### config.mk
export PLATFORM = sky130hd
export DESIGN_NAME = rcpu_mem_sequencer
export DESIGN_NICKNAME = d
export VERILOG_FILES = /design/src/rtl/rcpu_mem_sequencer.sv
export SDC_FILE = /design/constraint.sdc
export NUM_CORES = 1
export LEC_CHECK = 0
export CAP_MARGIN = 20
export CORE_ASPECT_RATIO = 0.9
export CORE_MARGIN = 2
export CORE_UTILIZATION = 34
export DETAILED_ROUTE_END_ITERATION = 10
export GPL_ROUTABILITY_DRIVEN = 0
export GPL_TIMING_DRIVEN = 0
export SKIP_CTS_REPAIR_TIMING = 1
export SLEW_MARGIN = 0
export SYNTH_ARGS = -nofsm -noshare
export SYNTH_HDL_FRONTEND = slang
export SYNTH_SLANG_ARGS = --single-unit
### constraint.sdc
create_clock -name clk -period 5.45 [get_ports clk]
set_input_delay 1.09 -clock clk [delete_from_list [all_inputs] [get_ports clk]]
set_output_delay 1.09 -clock clk [all_outputs]
set_load 0.01 [all_outputs]
### src/rtl/rcpu_mem_sequencer.sv
// rcpu_mem_sequencer: turns single-cycle CPU access requests into one (narrow)
// or two (wide) memory bus beats, stalling on memReady between beats.
// Optional feature macro: MEMSEQ_TIMEOUT_EN enables a per-beat stall counter
// that aborts a beat after TIMEOUT stalled cycles and flags err with done.
module rcpu_mem_sequencer #(
    parameter int M       = 16,
    parameter int N       = 32,
    parameter int TIMEOUT = 15
) (
    input  logic           clk,
    input  logic           rst,
    input  logic           req,
    input  logic           reqWE,
    input  logic           reqWide,
    input  logic [N-1:0]   reqAddr,
    input  logic [2*M-1:0] reqData,
    output logic           busy,
    output logic           done,
    output logic           err,
    output logic [2*M-1:0] rdData,
    output logic [N-1:0]   memAddr,
    input  logic [M-1:0]   memRead,
    output logic [M-1:0]   memWrite,
    output logic           memRE,
    output logic           memWE,
    input  logic           memReady
);

    localparam logic [1:0] S_IDLE = 2'd0;
    localparam logic [1:0] S_LO   = 2'd1;
    localparam logic [1:0] S_HI   = 2'd2;

    logic [1:0]     r_state;
    logic [N-1:0]   r_addr;
    logic [2*M-1:0] r_data;
    logic           r_we;
    logic           r_wide;
    logic           r_done;
    logic [2*M-1:0] r_rdData;

    logic w_strobe;
    logic w_beatDone;
    logic w_timeout;

    assign w_strobe   = (r_state != S_IDLE);
    assign w_beatDone = w_strobe && memReady;

`ifdef MEMSEQ_TIMEOUT_EN
    localparam int CW = $clog2(TIMEOUT + 1);

    logic [CW-1:0] r_stall;
    logic          r_err;

    // The abort fires on the edge that would make the stall count reach TIMEOUT
    assign w_timeout = w_strobe && !memReady && (r_stall == CW'(TIMEOUT - 1));

    // Per-beat stall counter, restarted whenever a beat completes or the bus is idle
    always_ff @(posedge clk) begin
        if (rst || !w_strobe || w_beatDone) begin
            r_stall <= '0;
        end else begin
            r_stall <= r_stall + CW'(1);
        end
    end

    // Error flag accompanies the done pulse of an aborted access
    always_ff @(posedge clk) begin
        if (rst) begin
            r_err <= 1'b0;
        end else begin
            r_err <= w_timeout;
        end
    end

    assign err = r_err;
`else
    logic w_unusedTimeout;

    assign w_timeout       = 1'b0;
    assign w_unusedTimeout = ^TIMEOUT;
    assign err             = 1'b0;
`endif

    // Sequencer FSM: latches the request in IDLE, then walks the LO and optional HI beat
    always_ff @(posedge clk) begin
        if (rst) begin
            r_state  <= S_IDLE;
            r_addr   <= '0;
            r_data   <= '0;
            r_we     <= 1'b0;
            r_wide   <= 1'b0;
            r_done   <= 1'b0;
            r_rdData <= '0;
        end else begin
            r_done <= 1'b0;
            case (r_state)
                S_IDLE: begin
                    if (req) begin
                        r_addr  <= reqAddr;
                        r_data  <= reqData;
                        r_we    <= reqWE;
                        r_wide  <= reqWide;
                        r_state <= S_LO;
                    end
                end
                S_LO: begin
                    if (w_timeout) begin
                        r_rdData <= '1;
                        r_done   <= 1'b1;
                        r_state  <= S_IDLE;
                    end else if (memReady) begin
                        if (!r_we) begin
                            r_rdData[M-1:0] <= memRead;
                            if (!r_wide) begin
                                r_rdData[2*M-1:M] <= '0;
                            end
                        end
                        if (r_wide) begin
                            r_state <= S_HI;
                        end else begin
                            r_done  <= 1'b1;
                            r_state <= S_IDLE;
                        end
                    end
                end
                S_HI: begin
                    if (w_timeout) begin
                        r_rdData <= '1;
                        r_done   <= 1'b1;
                        r_state  <= S_IDLE;
                    end else if (memReady) begin
                        if (!r_we) begin
                            r_rdData[2*M-1:M] <= memRead;
                        end
                        r_done  <= 1'b1;
                        r_state <= S_IDLE;
                    end
                end
                default: begin
                    r_state <= S_IDLE;
                end
            endcase
        end
    end

    assign busy     = w_strobe;
    assign done     = r_done;
    assign rdData   = r_rdData;
    assign memRE    = w_strobe && !r_we;
    assign memWE    = w_strobe && r_we;
    assign memAddr  = (r_state == S_HI) ? (r_addr + N'(1)) : r_addr;
    assign memWrite = (r_state == S_HI) ? r_data[2*M-1:M] : r_data[M-1:0];

endmodule

### Word-level counts from Yosys, hierarchy flattened

Cells that the tools add are included.

* bits in registers: 101
* output and inout port bits: 85

* $add $sub $neg: 1
* equal/unequal tests: 8
* multiplexer cells: 17
* bitwise gates (word level): 2
* reductions and logical operators: 10

Operators by type and width (number)
* $mux 32: 3
* $mux 16: 4
* $pmux 32 s2: 1
* $add 32x1->32 const B: 1
* $ne 2x2->1 const B: 6
* $mux 2: 4
* $pmux 2 s3: 1
* $reduce_and 6->1: 1
* $reduce_and 4->1: 1
* $reduce_bool 2->1: 2
* $mux 1: 3
* $reduce_and 3->1: 1
* $eq 2x1->1 const B: 1
* $eq 2x2->1 const B: 1
* $logic_and 1x1->1: 2
* $logic_not 2->1: 1
* $not 1->1: 2
* $pmux 1 s2: 1
* $reduce_and 2->1: 1
* $logic_not 1->1: 1

### Logic depth before layout (Yosys ltp)

* depth after elaboration: 4
* depth in mapped cells: 8
* depth with buffers taken out: 6

### Worst setup path after synthesis

OpenSTA, ideal clock, no wires.

* kind: reg-to-output
* from: register r_state[0]
* to: output memAddr[11]
* arrival: 1.533 ns
* path slack: 2.827 ns
* stages on the path, launching flop included: 7
* cell sequence: dfxtp_1 inv_1 ha_1 nand4_2 nor3_1 nand4_1 xnor2_1

* word-level cells in the longest chain between the ends: 2

RTL lines
* start: declaration: line 33 `logic [1:0] r_state;`
* start signal: assignment: line 87 `r_state <= S_IDLE;`
* start signal: assignment: line 103 `r_state <= S_LO;`
* start signal: assignment: line 110 `r_state <= S_IDLE;`
* $eq 2x2->1: line 151 `assign memAddr = (r_state == S_HI) ? (r_addr + N'(1)) : r_addr;`
* $mux 32: line 151
* end: declaration: line 21 `output logic [N-1:0] memAddr,`

No other way between the ends.

### Worst setup path in the final report

Same ends and word-level chain as after synthesis.

==> flow_summary.ini <==
[run_status]
outcome = complete, no violations

[drt]
viasPerCell = 4.918
drc_errors = 0
via_count = 4441
routedWlPerCell_um = 15.42
ant_nets = 0
drt_iter0_markers = 211
firstDrtPassIters = 5
wirelength_mm = 13.93

[placed_design]
dp.final_hpwl_mm = 10.65
place_inst = 887
numPortBuffers = 168
placed_area_sq_mm = 0.006396

[final_layout]
layout.cells.non_filler = 903
utilization_pct = 52.25
final_nets = 824
postLayoutCellArea_sq_mm = 0.006705
antenna_cells = 0
area_growth_pct = 48.70
num-fill-cells = 1219
drive_above_1_share_pct = 7.713

[die]
die-height_um = 113.3
ios = 171
die_area_sq_mm = 0.01420
core_region_area_sq_mm = 0.01283
start_util_pct = 35.14
rows = 39
die-width_um = 125.4

[timing]
drv_slew = 0
rsz0062_at_grt = no
skew_ps = 6.302
period_needed_ps = 3806
finalSetupViolations = 0
finalSetupTns_ps = 0
min_period_over_period_pct = 69.84
fmax_ghz = 0.2627
relSlewSlack_pct = 54.28
worst_pin_slew_ps = 681.2
hold_violations = 0

[power_and_ir_drop]
total_leakage_power_nw = 2.449
powerDensity_mw_per_mm2 = 263.9
finalPower_mw = 1.769
peakVddDrop_uv = 176.2

[worst_setup_path]
cp_slowest_cell = clkdlybuf4s50_1
endpoint_kind = primary output
cp_cell_sequence = inv_1 -> ha_1 -> nand4_2 -> nor3_1 -> nand4_1 -> xnor2_1 -> clkdlybuf4s50_1
cp_max_fo = 8
slowest_delay_ps = 550
arrival_ps = 2720
r2r_start = r_state[0]
startpoint_type = register
critical_path_class = register to primary output
crit_required_ps = 4360
crit_start = r_state[0]

[clock_tree]
clock_latency_ps = 350
cts_buffers = 9
htree_levels = 3
cts.sinks = 101
cts_tree = built
cts_root_buf = clkbuf_16
clock_path_buffers = 2
path_clk_slew_ps = 70

[job]
maxCapViolCount = 0

[synthesis]
synthTopCellsByArea = dfxtp_1 45%, nand2_1 13%, a21oi_1 9.2%
syn_avg_cell_area_sq_um = 8.125
synth.top_cell.area_share_pct = 44.84
synthCells = 555
synth.most_common_cell = nand2_1
async_reset_ff_share_pct = 0
yosysWarnings = 0
synthTopCellsByCount = 162 x nand2_1, 101 x dfxtp_1, 83 x a21oi_1
synth_xor_area_share_pct = 6.021
muxShareOfSynthArea_pct = 4.495
synth_top_family_by_area = simple AND/OR/NAND/NOR gates
yosys.area_share.adder_pct = 1.110
yosysSeqAreaShare_pct = 44.84
synth-compound-area-share_pct = 12.43
syn_area_sq_mm = 0.004509
yosys.cell_types.count = 35
synthesis.nets = 645
synth_ff_type = dfxtp_1
ys_ff_latch = 101
yosys.area_share.simple_pct = 26.36
synth_edf_count = 0
yosysTopAreaCell = dfxtp_1

[global_route]
track_usage_pct = 19.50
grt_max_degree = 19
grt_pass1_vias = 4411
grt_overflow = 0
grt_pass1_wl_mm = 22.03
antenna_found_initial = 0

[hold_path]
min_path_type = register to register
hold_start = r_data[11]
## logic make-up (layout without fill, tap and decap cells)
| family | Yosys count | in the layout |
|---|---|---|
| compound gates | 103 | 103 |
| flops | 101 | 101 |
| buf+inv | 48 | 232 |
| other cells | 1 | 1 |
| fa+ha+maj | 4 | 4 |
| xor+xnor | 31 | 31 |
| simple gates | 249 | 249 |
| mux | 18 | 18 |
## worst max-delay path, delay by kind of cell (launching register included)
family	cells	cell delay, ps
xor+xnor	1	150
fa+ha+maj	1	310
buf+inv	2	630
flops	1	330
simple gates	3	930
## registers in the layout, summed over array words and instances, names as in the netlist
| register | cells |
|---|---|
| done | 1 |
| r_state | 2 |
| r_data | 32 |
| rdData | 32 |
| r_we | 1 |
| r_wide | 1 |
| r_addr | 32 |
## through the flow
step / worst slack [ps] / hold slack, ps
after floorplan: 2827 / 432.9
after CTS: 1632 / 456.7
final: 1644 / 454.9
after global placement: 2034 / 437.6
after detailed placement: 2029 / 447.1
after global routing: 1451 / 473.6
## worst paths after layout
| check | endpoint | slack, ps | cells after the start |
|---|---|---|---|
| min | r_data[11] | 450 | 2 |
| max reg2reg | rdData[22] | 3280 | 7 |
| max | memAddr[11] | 1640 | 7 |
| min reg2reg | r_data[11] | 450 | 2 |
## area by class of cell
| cell class | instances | area [sq um] | share of cell area (%) |
|---|---|---|---|
| tap | 164 | 205.2 | 3.060 |
| clock buffer | 9 | 225.2 | 3.359 |
| sequential | 101 | 2022 | 30.15 |
| timing repair buffer | 168 | 1682 | 25.08 |
| clock inverter | 7 | 83.83 | 1.250 |
| multi-input combinational | 406 | 2277 | 33.96 |
| buffer | 39 | 176.4 | 2.631 |
| inverter | 9 | 33.78 | 0.5038 |
## layer usage
metal	wire length, um	global-route usage, %	vias up
met5	0	0	-
met1	6134	23.30	2078
met4	185	5.111	0
met3	1024	6.950	12
li1	-	-	2207
met2	6581	33.48	144
## cells in the final DEF (no fill, tap or decap), types with 2 or more instances in the layout
| cell | n |
|---|---|
| nand4_2 | 2 |
| nor3_1 | 7 |
| nand3_1 | 7 |
| mux2_2 | 18 |
| nor2b_1 | 4 |
| clkbuf_16 | 9 |
| dfxtp_1 | 101 |
| xnor2_1 | 16 |
| a22oi_1 | 16 |
| xor2_1 | 15 |
| inv_1 | 9 |
| nand2_1 | 162 |
| nor3_2 | 7 |
| buf_1 | 4 |
| clkbuf_1 | 26 |
| nor2_1 | 22 |
| buf_2 | 6 |
| and2_1 | 3 |
| clkdlybuf4s50_1 | 168 |
| a21oi_1 | 83 |
| clkinvlp_4 | 3 |
| nand4_1 | 5 |
| nor4_2 | 3 |
| inv_8 | 2 |
| nand3b_1 | 16 |
| and4_1 | 5 |
| and3_1 | 3 |
| ha_1 | 4 |
## where the power goes
group / internal (mW) / switching [mW]
combinational: 0.156 / 0.138
clock: 0.363 / 0.304
sequential: 0.777 / 0.0314
(Power assumes the default switching activity.)
